==> config.mk <==
export PLATFORM = sky130hd
export DESIGN_NAME = md_issue_ctrl_flat
export DESIGN_NICKNAME = d
export VERILOG_FILES = /design/src/rtl/md_pkg.sv /design/src/rtl/md_issue_ctrl_if.sv /design/src/rtl/md_lat_counter.sv /design/src/rtl/md_issue_ctrl.sv /design/src/flat_wrapper.sv
export SDC_FILE = /design/constraint.sdc
export NUM_CORES = 1
export LEC_CHECK = 0
export CAP_MARGIN = 10
export CORE_AREA = 2 2 39 41
export CTS_BUF_LIST = sky130_fd_sc_hd__clkbuf_4 sky130_fd_sc_hd__clkbuf_8
export DETAILED_ROUTE_END_ITERATION = 7
export DIE_AREA = 0 0 41 43
export PLACE_DENSITY = 0.86
export SYNTH_ARGS = -nofsm -noshare
export SYNTH_HDL_FRONTEND = slang
export SYNTH_SLANG_ARGS = --single-unit
==> constraint.sdc <==
create_clock -name clk -period 3.7 [get_ports clk]
set_clock_uncertainty 0.2 [all_clocks]
set_input_delay 0.74 -clock clk [delete_from_list [all_inputs] [get_ports clk]]
set_output_delay 0.74 -clock clk [all_outputs]
set_load 0.01 [all_outputs]
==> src/rtl/md_pkg.sv <==
`default_nettype none
// ============================================================================
//  Module      : md_pkg
//  Description : Shared encodings and default latencies for the mult/div
//                issue controller and its neighbours.
//  Revision    : 1.0  initial release
// ============================================================================
package md_pkg;

    // E-stage HI/LO-class operation encodings
    typedef enum logic [2:0] {
        MD_NONE  = 3'd0,
        MD_MULT  = 3'd1,
        MD_MULTU = 3'd2,
        MD_DIV   = 3'd3,
        MD_DIVU  = 3'd4,
        MD_MTHI  = 3'd5,
        MD_MTLO  = 3'd6,
        MD_RSVD  = 3'd7
    } md_op_t;

    // Operation codes presented to the mult/div datapath
    typedef enum logic [1:0] {
        DP_MULT  = 2'd0,
        DP_MULTU = 2'd1,
        DP_DIV   = 2'd2,
        DP_DIVU  = 2'd3
    } dp_op_t;

    localparam int MD_MUL_LAT_DEF = 5;
    localparam int MD_DIV_LAT_DEF = 10;
    localparam int MD_CNT_W_DEF   = 4;

    // True for the four ops that occupy the datapath
    function automatic logic is_md_op(input logic [2:0] op);
        return (op >= MD_MULT) && (op <= MD_DIVU);
    endfunction

    // mult..divu are contiguous, so the datapath code is simply op-1
    function automatic dp_op_t to_dp_op(input logic [2:0] op);
        logic [2:0] w_t;
        w_t = op - 3'd1;
        return dp_op_t'(w_t[1:0]);
    endfunction

endpackage
`default_nettype wire

==> src/rtl/md_issue_ctrl_if.sv <==
`default_nettype none
// ============================================================================
//  Module      : md_issue_ctrl_if
//  Description : Pipeline-side bundle between the E/D stages and the mult/div
//                issue controller.
//                master : pipeline (drives op/valid/flush/b_zero/md_use_d)
//                slave  : controller (drives start/dp_op/busy/stall/writes)
//  Revision    : 1.0  initial release
// ============================================================================
interface md_issue_ctrl_if #(
    parameter int CNT_W = 4
);
    logic [2:0]       md_op_e;
    logic             e_valid;
    logic             flush;
    logic             b_zero;
    logic             md_use_d;
    logic             start;
    logic [1:0]       dp_op;
    logic             busy;
    logic             stall;
    logic             hilo_we;
    logic             hi_we;
    logic             lo_we;
    logic             dz;
    logic [CNT_W-1:0] cnt;

    modport master (
        output md_op_e, e_valid, flush, b_zero, md_use_d,
        input  start, dp_op, busy, stall, hilo_we, hi_we, lo_we, dz, cnt
    );

    modport slave (
        input  md_op_e, e_valid, flush, b_zero, md_use_d,
        output start, dp_op, busy, stall, hilo_we, hi_we, lo_we, dz, cnt
    );
endinterface
`default_nettype wire

==> src/rtl/md_lat_counter.sv <==
`default_nettype none
// ============================================================================
//  Module      : md_lat_counter
//  Description : Loadable down-counter tracking remaining operation cycles.
//                Ports: clk, reset (async, active-low), load_i/load_val_i,
//                dec_i, cnt_o (current count), zero_o (count == 0).
//  Revision    : 1.0  initial release
// ============================================================================
module md_lat_counter #(
    parameter int CNT_W = 4
) (
    input  wire logic             clk,
    input  wire logic             reset,
    input  wire logic             load_i,
    input  wire logic [CNT_W-1:0] load_val_i,
    input  wire logic             dec_i,
    output logic      [CNT_W-1:0] cnt_o,
    output logic                  zero_o
);
    logic [CNT_W-1:0] cnt_q, cnt_d;

    always_comb begin
        cnt_d = cnt_q;
        if (load_i) begin
            cnt_d = load_val_i;
        end else if (dec_i && (cnt_q != '0)) begin
            cnt_d = cnt_q - 1'b1;
        end
    end

    always_ff @(posedge clk or negedge reset) begin
        if (!reset) begin
            cnt_q <= '0;
        end else begin
            cnt_q <= cnt_d;
        end
    end

    assign cnt_o  = cnt_q;
    assign zero_o = (cnt_q == '0);
endmodule
`default_nettype wire

==> src/rtl/md_issue_ctrl.sv <==
`default_nettype none
// ============================================================================
//  Module      : md_issue_ctrl
//  Description : Issue/sequencing controller for the mult/div unit and HI/LO.
//                Fires a start pulse on acceptance, counts the fixed latency,
//                pulses the HI/LO commit (or dz on divide by zero) and stalls
//                D-stage HI/LO users while the unit is occupied.
//                Ports: clk, reset (async, active-low), io (slave modport:
//                E/D-stage inputs in; start/dp_op/busy/stall/hilo_we/hi_we/
//                lo_we/dz/cnt out).
//  Revision    : 1.0  initial release
// ============================================================================
module md_issue_ctrl
    import md_pkg::*;
#(
    parameter int MUL_LAT = MD_MUL_LAT_DEF,
    parameter int DIV_LAT = MD_DIV_LAT_DEF,
    parameter int CNT_W   = MD_CNT_W_DEF
) (
    input  wire logic       clk,
    input  wire logic       reset,
    md_issue_ctrl_if.slave  io
);
    localparam logic [0:0] S_IDLE = 1'b0;
    localparam logic [0:0] S_RUN  = 1'b1;

    // The counter is loaded with LAT-1 because the final (cnt==0) RUN cycle
    // is itself the commit cycle.
    localparam logic [CNT_W-1:0] c_mul_load = CNT_W'(MUL_LAT - 1);
    localparam logic [CNT_W-1:0] c_div_load = CNT_W'(DIV_LAT - 1);

    logic [0:0]       state_q, state_d;
    logic [1:0]       dp_op_q, dp_op_d;
    logic             zero_q,  zero_d;

    logic             w_idle;
    logic             w_run;
    logic             w_e_live;
    logic             w_accept;
    logic             w_is_div;
    logic             w_done;
    logic             w_cnt_zero;
    logic [CNT_W-1:0] w_cnt;
    logic [CNT_W-1:0] w_load_val;

    assign w_idle   = (state_q == S_IDLE);
    assign w_run    = (state_q == S_RUN);
    // flush and occupancy gate everything coming from E; ops arriving
    // while RUN are silently dropped.
    assign w_e_live = io.e_valid & ~io.flush & w_idle;
    assign w_accept = w_e_live & is_md_op(io.md_op_e);
    assign w_is_div = (io.md_op_e == MD_DIV) || (io.md_op_e == MD_DIVU);
    assign w_done   = w_run & w_cnt_zero;
    assign w_load_val = w_is_div ? c_div_load : c_mul_load;

    md_lat_counter #(
        .CNT_W (CNT_W)
    ) u_lat_counter (
        .clk        (clk),
        .reset      (reset),
        .load_i     (w_accept),
        .load_val_i (w_load_val),
        .dec_i      (w_run & ~w_cnt_zero),
        .cnt_o      (w_cnt),
        .zero_o     (w_cnt_zero)
    );

    always_comb begin
        state_d = state_q;
        dp_op_d = dp_op_q;
        zero_d  = zero_q;
        case (state_q)
            S_IDLE: begin
                if (w_accept) begin
                    state_d = S_RUN;
                    dp_op_d = to_dp_op(io.md_op_e);
                    zero_d  = io.b_zero & w_is_div;
                end
            end
            S_RUN: begin
                if (w_done) begin
                    state_d = S_IDLE;
                end
            end
            default: state_d = S_IDLE;
        endcase
    end

    always_ff @(posedge clk or negedge reset) begin
        if (!reset) begin
            state_q <= S_IDLE;
            dp_op_q <= 2'd0;
            zero_q  <= 1'b0;
        end else begin
            state_q <= state_d;
            dp_op_q <= dp_op_d;
            zero_q  <= zero_d;
        end
    end

    assign io.start   = w_accept;
    // Present the new op combinationally alongside start, then hold it.
    assign io.dp_op   = w_accept ? to_dp_op(io.md_op_e) : dp_op_q;
    assign io.busy    = w_run;
    assign io.stall   = io.md_use_d & (w_accept | w_run);
    assign io.hilo_we = w_done & ~zero_q;
    assign io.dz      = w_done & zero_q;
    assign io.hi_we   = w_e_live & (io.md_op_e == MD_MTHI);
    assign io.lo_we   = w_e_live & (io.md_op_e == MD_MTLO);
    assign io.cnt     = w_cnt;
endmodule
`default_nettype wire

==> src/flat_wrapper.sv <==
// flat-port wrapper written by rule: the top's interface ports become plain ports
module md_issue_ctrl_flat import md_pkg::*;
#(
    parameter int MUL_LAT = MD_MUL_LAT_DEF,
    parameter int DIV_LAT = MD_DIV_LAT_DEF,
    parameter int CNT_W   = MD_CNT_W_DEF
)
  (clk, reset, io_md_op_e, io_e_valid, io_flush, io_b_zero, io_md_use_d, io_start, io_dp_op, io_busy, io_stall, io_hilo_we, io_hi_we, io_lo_we, io_dz, io_cnt);
  md_issue_ctrl_if #(.CNT_W(CNT_W)) io_i ();
  input  wire logic clk;
  input  wire logic reset;
  input wire logic [$bits(io_i.md_op_e)-1:0] io_md_op_e;
  input wire logic [$bits(io_i.e_valid)-1:0] io_e_valid;
  input wire logic [$bits(io_i.flush)-1:0] io_flush;
  input wire logic [$bits(io_i.b_zero)-1:0] io_b_zero;
  input wire logic [$bits(io_i.md_use_d)-1:0] io_md_use_d;
  output wire logic [$bits(io_i.start)-1:0] io_start;
  output wire logic [$bits(io_i.dp_op)-1:0] io_dp_op;
  output wire logic [$bits(io_i.busy)-1:0] io_busy;
  output wire logic [$bits(io_i.stall)-1:0] io_stall;
  output wire logic [$bits(io_i.hilo_we)-1:0] io_hilo_we;
  output wire logic [$bits(io_i.hi_we)-1:0] io_hi_we;
  output wire logic [$bits(io_i.lo_we)-1:0] io_lo_we;
  output wire logic [$bits(io_i.dz)-1:0] io_dz;
  output wire logic [$bits(io_i.cnt)-1:0] io_cnt;
  assign io_i.md_op_e = io_md_op_e;
  assign io_i.e_valid = io_e_valid;
  assign io_i.flush = io_flush;
  assign io_i.b_zero = io_b_zero;
  assign io_i.md_use_d = io_md_use_d;
  assign io_start = io_i.start;
  assign io_dp_op = io_i.dp_op;
  assign io_busy = io_i.busy;
  assign io_stall = io_i.stall;
  assign io_hilo_we = io_i.hilo_we;
  assign io_hi_we = io_i.hi_we;
  assign io_lo_we = io_i.lo_we;
  assign io_dz = io_i.dz;
  assign io_cnt = io_i.cnt;
  md_issue_ctrl #(.MUL_LAT(MUL_LAT), .DIV_LAT(DIV_LAT), .CNT_W(CNT_W)) u_core (.clk(clk), .reset(reset), .io(io_i));
endmodule
==> flow_summary.ini <==
[worst_setup_path]
cpLargestDelayFamily = simple AND/OR/NAND/NOR gates
crit_slowest_cell = clkdlybuf4s50_1
crit_chain = clkdlybuf4s50_1 > or3b_1 > or3_4 > clkinv_4 > mux2_4 > dlygate4sd2_1
crit_path_max_incr_delay_ns = 0.46
rr_startpoint = u_core.io.busy$_DFF_PN0_
critPathLaunch = io_e_valid
startpoint_type = input port
worst-path-max-fanout = 5
worst-setup-path-type = in2out
worst-path-buf-inv = 3
crit_path_end_kind = output port
required_ns = 2.76
arrival_ns = 2.66

[clock_tree]
clock_path_buffers = 2
post_cts_buffers = 0
clock_latency_ns = 0.26
h-tree-depth = 1
cts_made_buffers = 3
clock-sinks = 8
root_buffer = clkbuf_4
cts_hold_buf = 0
clk_pin_slew_ns = 0.05
cts_tree = done

[run]
maxCapViolations = 0

[grt]
grt_max_degree = 12
grt_pass1_vias = 507
grt_pass1_wl_um = 2080
track_usage = 0.176
antenna_found_initial = 0
overflow = 0

[place]
place_ws_ns = -0.156
port_buffers = 21
place_area_sq_um = 837
finalWeightedCongestion = 0.740
dp_hpwl_um = 1040

[floorplanning]
initial_core_util = 0.403
design.core.area_sq_um = 1380
num_io_pins = 22
die_h_um = 43
dieArea_sq_um = 1760
num_rows = 14
die_w_um = 41

[drt]
antenna_left = 0
drc = 0
vias_per_cell = 5.18
drt_iter0_drc = 9
wl_per_cell_um = 12.3
drt-pass1-iter-count = 4
wl_um = 1280
vias = 539

[synthesis]
synth_cells = 58
synthTopCellsByArea = dfrtp_1 36%, ha_1 11%, mux2_4 5.4%
synth_warnings = 0
postSynthAreaPerCell_sq_um = 9.62
yosysSeqAreaShare = 0.359
syn_area_sq_um = 558
ys_ff_latch = 8
synth_top_cell_area_share = 0.359
synth_cell_types = 31
yosysTopAreaCell = dfrtp_1
synth_nets = 72

[power]
p_comb_frac = 0.563
power.switching_mw = 0.194
internal-power_mw = 0.337
vdd_ir_drop_max_v = 0.000271
power.share.clock = 0.128
p_per_area_nw_per_um2 = 610
p_sw_frac = 0.366
power_leakage_nw = 0.445
seq_power_share = 0.309

[hold_path]
min_path_type = reg2reg
min_from = u_core.dp_op_q[1]$_DFFE_PN0N_

[run_status]
status = complete, no violations

[timing]
worst_slew_pin_slew_ns = 0.411
slew_viol_final = 0
fin_crit_ns = 3.60
slew_headroom = 0.724
finalWorstSetupSlack_ns = 0.103
holdWs_ns = 0.315
final.setup.tns_ns = 0
fin_crit_sh = 0.972
fmax_mhz = 278
setup_viol = 0
rsz0062_at_grt = false
finalHoldViolations = 0

[final_layout]
antenna_cells = 0
finalInstanceArea_sq_um = 871
area_growth_pct = 56.1
drive_above_1_share = 0.205
final_nets = 104
routing by layer:
metal / up-vias / GRT usage / share of wire
met3: 3 / 0.0524 / 0.072
met5: - / 0 / 0
met4: 0 / 0.0800 / 0.021
met1: 250 / 0.185 / 0.39
met2: 19 / 0.300 / 0.52
li1: 267 / - / -
placed cells by master, fill, tap and decap left out, types with 2 or more instances in the layout:
| master | count |
|---|---|
| mux2i_1 | 2 |
| clkdlybuf4s50_1 | 17 |
| nor3_1 | 3 |
| a21oi_1 | 3 |
| buf_4 | 9 |
| and3_1 | 2 |
| ha_1 | 5 |
| dlymetal6s2s_1 | 3 |
| nand2_1 | 4 |
| inv_1 | 6 |
| clkbuf_4 | 3 |
| mux2_4 | 2 |
| dfrtp_1 | 8 |
worst reg2reg max path: cells and delay by family, from the launching register on:
| family | cells | cell delay [ns] |
|---|---|---|
| buffers and inverters | 2 | 0.20 |
| multiplexers | 1 | 0.29 |
| flip-flops | 1 | 0.37 |
| AND/OR/NAND/NOR | 2 | 0.86 |
synthesized netlist by cell type (all sizes together):
cell    count
dfrtp       8
inv         6
ha          5
nand2       4
a21oi       3
mux2        3
nor3        3
and3        2
clkbuf      2
mux2i       2
o21ai       2
or3b        2
a21boi      1
a21o        1
a311oi      1
a31oi       1
and4b       1
buf         1
clkinv      1
nand3       1
nor2        1
nor2b       1
nor3b       1
nor4        1
nor4b       1
o21bai      1
o31ai       1
or3         1
final timing paths:
check                                                                  to  slack (ns)  cells after the start
max in group asynchronous       u_core.u_lat_counter.cnt_o[3]$_DFFE_PN0P_        2.48                      1
worst max register to register              u_core.dp_op_q[0]$_DFFE_PN0N_        1.67                      5
worst min register to register              u_core.dp_op_q[1]$_DFFE_PN0N_        0.31                      2
worst max-delay path                                          io_dp_op[0]        0.10                      6
worst min-delay path                        u_core.dp_op_q[1]$_DFFE_PN0N_        0.31                      2
min in group asynchronous                   u_core.dp_op_q[0]$_DFFE_PN0N_        0.56                      1
cell type report:
type	count	area, sq um
clock buffers	3	22.5
fillers	125	513
inverters	7	31.3
multi-input cells	40	313
flip-flops and latches	8	200
well taps	16	20.0
repair buffers	30	284
what timing repair did:
action	4_1_cts	5_1_grt
gates cloned	0	0
resized for setup	2	3
endpoints found under the setup margin	4	3
pin swaps	0	0
logic make-up after synthesis:
| logic type | share of synthesized area |
|---|---|
| adders and majority gates | 0.112 |
| and+or+nand+nor | 0.204 |
| DFF | 0.359 |
| AOI/OAI and AO/OA | 0.126 |
| muxes | 0.110 |
| buffers and inverters | 0.0897 |
registers in the layout (all words and copies together) (netlist names):
name	flops
u_core.zero_q	1
u_core.dp_op_q	2
u_core.io.busy	1
u_core.u_lat_counter.cnt_o	4
power by group through the flow:
| stage | registers, mW | logic (mW) | clock network, mW |
|---|---|---|---|
| 3_5_place_dp | 0.166 | 0.308 | 0 |
| 6_report | 0.164 | 0.299 | 0.0682 |
| 3_3_place_gp | 0.162 | 0.300 | 0 |
| 4_1_cts | 0.164 | 0.307 | 0.0700 |
| 2_1_floorplan | 0.173 | 0.156 | 0 |
| 5_1_grt | 0.168 | 0.330 | 0.0739 |
stage by stage:
step	total power, mW	utilization	std cells
after floorplan	0.329	-	58
after global routing	0.572	0.629	104
after detailed placement	0.474	0.605	101
final	0.531	0.629	104
after CTS	0.541	0.624	104
after global placement	0.461	0.605	101
No activity file was read; power rests on OpenSTA's default activity.
